`config.mk`:
```
export PLATFORM = sky130hd
export DESIGN_NAME = mem_sram_ctrl
export DESIGN_NICKNAME = d
export VERILOG_FILES = /design/src/rtl/mem_sram_ctrl.sv
export SDC_FILE = /design/constraint.sdc
export NUM_CORES = 1
export LEC_CHECK = 0
export CAP_MARGIN = 5
export CORE_ASPECT_RATIO = 0.7
export CORE_MARGIN = 1.5
export CORE_UTILIZATION = 35
export CTS_CLUSTER_DIAMETER = 80
export DETAILED_ROUTE_END_ITERATION = 12
export PLACE_DENSITY_LB_ADDON = 0.25
export SYNTH_ARGS = -nofsm -noshare
export SYNTH_HDL_FRONTEND = slang
export SYNTH_SLANG_ARGS = --single-unit
```
`constraint.sdc`:
```
create_clock -name clk -period 2.4 [get_ports clk]
set_clock_uncertainty 0.2 [all_clocks]
set_input_delay 0.48 -clock clk [delete_from_list [all_inputs] [get_ports clk]]
set_output_delay 0.48 -clock clk [all_outputs]
set_load 0.05 [all_outputs]
```
`src/rtl/mem_sram_ctrl.sv`:
```
// rtl/mem_sram_ctrl.sv - MEM-stage 32-bit access over a 16-bit SRAM as two half-word phases.
// Define MEM_ALIGN_CHECK_EN to reject misaligned / below-base addresses with align_err.
module mem_sram_ctrl #(
  parameter int unsigned BASE_ADDR = 1024,
  parameter int unsigned SRAM_WAIT = 2
) (
  input  logic        clk,
  input  logic        rst,
  input  logic        MEM_R_EN,
  input  logic        MEM_W_EN,
  input  logic [31:0] ALU_result,
  input  logic [31:0] Val_Rm,
  output logic        ready,
  output logic        freeze,
  output logic [31:0] mem_read_data,
  output logic [17:0] SRAM_ADDR,
  output logic [15:0] SRAM_DQ_out,
  input  logic [15:0] SRAM_DQ_in,
  output logic        SRAM_DQ_oe,
  output logic        SRAM_WE_N,
  output logic        SRAM_OE_N,
  output logic        align_err
);

  localparam logic [1:0] S_IDLE = 2'd0;
  localparam logic [1:0] S_LO   = 2'd1;
  localparam logic [1:0] S_HI   = 2'd2;
  localparam logic [1:0] S_DONE = 2'd3;

  localparam logic [31:0] BASE = BASE_ADDR[31:0];
  localparam logic [3:0]  LAST = 4'(SRAM_WAIT - 1);

  logic [1:0]  state;
  logic [3:0]  cnt;
  logic        err_q;
  logic        req;
  logic        store;
  logic        last;
  logic        active;
  logic        hi;
  logic        bad;
  logic [31:0] off;
  logic [16:0] word;
  logic        unused_bits;

  assign req    = MEM_R_EN | MEM_W_EN;
  assign store  = MEM_W_EN;
  assign last   = (cnt == LAST);
  assign active = (state == S_LO) || (state == S_HI);
  assign hi     = (state == S_HI);
  assign off    = ALU_result - BASE;
  assign word   = off[18:2];
  assign unused_bits = &{1'b0, off[31:19], off[1:0]};

`ifdef MEM_ALIGN_CHECK_EN
  assign bad = (ALU_result[1:0] != 2'b00) || (ALU_result < BASE);
`else
  assign bad = 1'b0;
`endif

  always_ff @(posedge clk) begin
    if (rst) begin
      state         <= S_IDLE;
      cnt           <= 4'd0;
      err_q         <= 1'b0;
      mem_read_data <= 32'd0;
    end else begin
      case (state)
        S_IDLE: begin
          cnt   <= 4'd0;
          err_q <= 1'b0;
          if (req) begin
            if (bad) begin
              state         <= S_DONE;
              err_q         <= 1'b1;
              mem_read_data <= 32'd0;
            end else begin
              state <= S_LO;
            end
          end
        end
        S_LO: begin
          if (last) begin
            state <= S_HI;
            cnt   <= 4'd0;
            if (!store) mem_read_data[15:0] <= SRAM_DQ_in;
          end else begin
            cnt <= cnt + 4'd1;
          end
        end
        S_HI: begin
          if (last) begin
            state <= S_DONE;
            cnt   <= 4'd0;
            if (!store) mem_read_data[31:16] <= SRAM_DQ_in;
          end else begin
            cnt <= cnt + 4'd1;
          end
        end
        default: begin
          // DONE always returns to IDLE so a request held by the frozen pipeline is not replayed
          state <= S_IDLE;
          cnt   <= 4'd0;
          err_q <= 1'b0;
        end
      endcase
    end
  end

  assign ready       = ~req | (state == S_DONE);
  assign freeze      = ~ready;
  assign align_err   = err_q;
  assign SRAM_ADDR   = active ? {word, hi} : 18'd0;
  assign SRAM_WE_N   = ~(active & store);
  assign SRAM_OE_N   = ~(active & ~store);
  assign SRAM_DQ_oe  = active & store;
  assign SRAM_DQ_out = (active & store) ? (hi ? Val_Rm[31:16] : Val_Rm[15:0]) : 16'd0;

endmodule

```
==> results_dict.tcl <==
set metrics [dict create \
    power_frac_seq_pct 14.3 \
    placedCellCount 468 \
    ys_types 32 \
    fin_util_pct 77.3 \
    setup_viol 4 \
    power_switching_share_pct 42.9 \
    power_frac_comb_pct 71.9 \
    port_buffers 139 \
    r2r-start "state[0]$_SDFFE_PP0P_" \
    min_to "cnt[0]$_SDFF_PP0_" \
    period_needed_ns 2.49 \
    fin_cells 488 \
    die_x_um 98.6 \
    timing.fmax_ghz 0.402 \
    irDropWorstVdd_v 0.000821 \
    hold_viol 0 \
    cts_tree "yes" \
    synthCells 243 \
    syn_area_um2 2240 \
    slew_violations 0 \
    final_cell_mix "92 x clkdlybuf4s50_1, 53 x nand2b_1, 43 x buf_12" \
    tightest_slew_ns 0.521 \
    p_int_mw 2.81 \
    synth_edf_count 0 \
    leakagePower_nw 1.90 \
    slowest_stage "or3_4" \
    fp-row-count 24 \
    synth_warnings 0 \
    n_antenna_cell 0 \
    power_density_nw_per_um2 1020 \
    crit_top_cell "buf_6" \
    via_per_inst 4.66 \
    max_stage_delay_ns 0.39 \
    max_slew_margin_pct 65.2 \
    grt_max_degree 27 \
    timing.rr.end "state[0]$_SDFFE_PP0P_" \
    hold_buffers 0 \
    r2r_cells 8 \
    first_global_vias 2449 \
    crit_chain "buf_6 -> or3_4 -> buf_6 -> nor4_4 -> buf_4 -> mux2i_4 -> buf_12" \
    htreeDepth 2 \
    die_area_um2 6900 \
    gr-total-overflow 0 \
    critical_path_class "input pin to output port" \
    drt_iter0_drc 44 \
    wl_mm 7.36 \
    rsz0062_at_grt "yes" \
    cp.buffers_inverters 4 \
    numClockSinks 38 \
    insertion_delay_ns 0.29 \
    io_pins 156 \
    cp.required_ns 1.72 \
    period_share_pct 104 \
    clk_path_buf_depth 2 \
    core_area_um2 6220 \
    setup_ws_ns -0.0878 \
    async_reset_ff_share_pct 0 \
    final_common_cell "clkdlybuf4s50_1" \
    hp-start "cnt[0]$_SDFF_PP0_" \
    cp-start-kind "input pin" \
    worstPathMaxFanout 3 \
    fin_nets 501 \
    cp-end-kind "output port" \
    wire_per_inst_um 15.1 \
    antenna_found_initial 0 \
    vias 2276 \
    synth_area_per_cell_um2 9.22 \
    gp_congestion 0.784 \
    synth-main-ff-cell "dfxtp_1" \
    final_antenna_net_count 0 \
    hold_depth 1 \
    yosysSeqAreaShare_pct 33.9 \
    grt_usage_pct 21.9 \
    hpwlAfterDp_mm 5.44 \
    critPathTopFamily "buffers and inverters" \
    cts_made_buffers 5 \
    grt_pass1_wl_mm 11.9 \
    min_path_type "flip-flop to flip-flop" \
    chipHeight_um 69.9 \
    ys_seq_elements 38 \
    p_sw_mw 2.11 \
    start_util_pct 36.1 \
    clkTransAtPathRegs_ns 0.07 \
    syn_to_final_growth_pct 114 \
    status "complete, but fails checks" \
    rrSetupSlack_ns 0.19 \
    drc_errors 5 \
    cts_root_buffer "clkbuf_8" \
    violations "DRC, setup timing" \
    dr.pass1.iters 8 \
    maxCapViolations 0 \
    arrival_ns 1.81 \
    drive_above_1_share_pct 33.9 \
    p_clk_share_pct 13.8 \
    synth_nets 335 \
]
## metal layers
layer  share of wire, %  vias up  GRT usage [%]
met5                  0        -              0
met4               0.69        0           4.44
met3                4.6        7           4.40
met2                 53       64           41.0
met1                 42     1083           25.9
li1                   -     1122              -
## logic make-up (layout without fill, tap and decap cells)
group / Yosys count / after routing / share of synthesized area (%)
flops: 38 / 38 / 33.9
other cells: 1 / 1 / 0.167
buf+inv: 22 / 189 / 5.42
xor+xnor: 5 / 5 / 1.95
simple gates: 112 / 112 / 28.8
mux: 52 / 52 / 23.5
fa+ha+maj: 8 / 8 / 4.47
compound gates: 5 / 5 / 1.84
## metrics by stage
stage | setup WS, ns | hold WS [ns] | area (µm²) | power, mW | setup TNS, ns
final | -0.0878 | 0.273 | 4800 | 4.92 | -0.228
after global routing | -0.119 | 0.293 | 4800 | 5.10 | -0.427
after CTS | -0.127 | 0.278 | 4680 | 4.76 | -0.279
after detailed placement | -0.455 | 0.263 | 4370 | 3.89 | -1.98
after global placement | -0.409 | 0.245 | 4370 | 3.86 | -1.86
after floorplan | -0.0112 | 0.233 | 2400 | 2.43 | -0.0112
## what timing repair did
| action | CTS | global route |
|---|---|---|
| buffers inserted | 9 | 3 |
| endpoints found under the setup margin | 35 | 22 |
| resized for setup | 41 | 26 |
| pin swaps | 9 | 11 |
## layout make-up
class | instances | area [µm²]
timing repair buffer | 173 | 2100
multi-input combinational | 183 | 1670
fill | 408 | 1410
sequential | 38 | 762
tap | 78 | 97.6
clock buffer | 6 | 82.6
clock inverter | 2 | 60.1
inverter | 8 | 36.3
## registers in the layout, indices dropped and copies added (netlist names)
name,flops
mem_read_data,32
cnt,4
state,2
## worst max-delay path by stage
stage                     slack [ns]  cells after the start       endpoint            from
after floorplan                -0.01                      3  SRAM_ADDR[17]  ALU_result[14]
after global placement         -0.41                      7  SRAM_ADDR[16]  ALU_result[14]
after detailed placement       -0.45                      7  SRAM_ADDR[16]  ALU_result[14]
after CTS                      -0.13                      7  SRAM_ADDR[16]  ALU_result[12]
after global routing           -0.12                      7  SRAM_ADDR[16]  ALU_result[13]
final                          -0.09                      7  SRAM_ADDR[16]  ALU_result[13]
## power groups by stage
| stage | clock network, mW | registers, mW | logic [mW] |
|---|---|---|---|
| 2_1_floorplan | 0 | 0.774 | 1.66 |
| 3_3_place_gp | 0 | 0.714 | 3.14 |
| 3_5_place_dp | 0 | 0.715 | 3.17 |
| 4_1_cts | 0.690 | 0.698 | 3.37 |
| 5_1_grt | 0.718 | 0.710 | 3.68 |
| 6_report | 0.679 | 0.703 | 3.54 |
## synthesized netlist by cell type (2+ instances only)
| cell | instances | share of area [%] |
|---|---|---|
| clkbuf_1 | 7 | 1.2 |
| and2_1 | 9 | 2.5 |
| or2_2 | 3 | 0.84 |
| o21ai_0 | 2 | 0.45 |
| or3_1 | 2 | 0.56 |
| nor2_1 | 28 | 4.7 |
| nand2b_1 | 54 | 15 |
| buf_6 | 2 | 1.0 |
| nor4_1 | 2 | 0.56 |
| xnor2_1 | 4 | 1.6 |
| dfxtp_1 | 38 | 34 |
| inv_1 | 8 | 1.3 |
| ha_1 | 8 | 4.5 |
| a21oi_1 | 2 | 0.45 |
| nor3_1 | 2 | 0.45 |
| mux2i_1 | 51 | 23 |
| buf_2 | 3 | 0.67 |
| nand2_1 | 4 | 0.67 |
(Power assumes the default switching activity.)
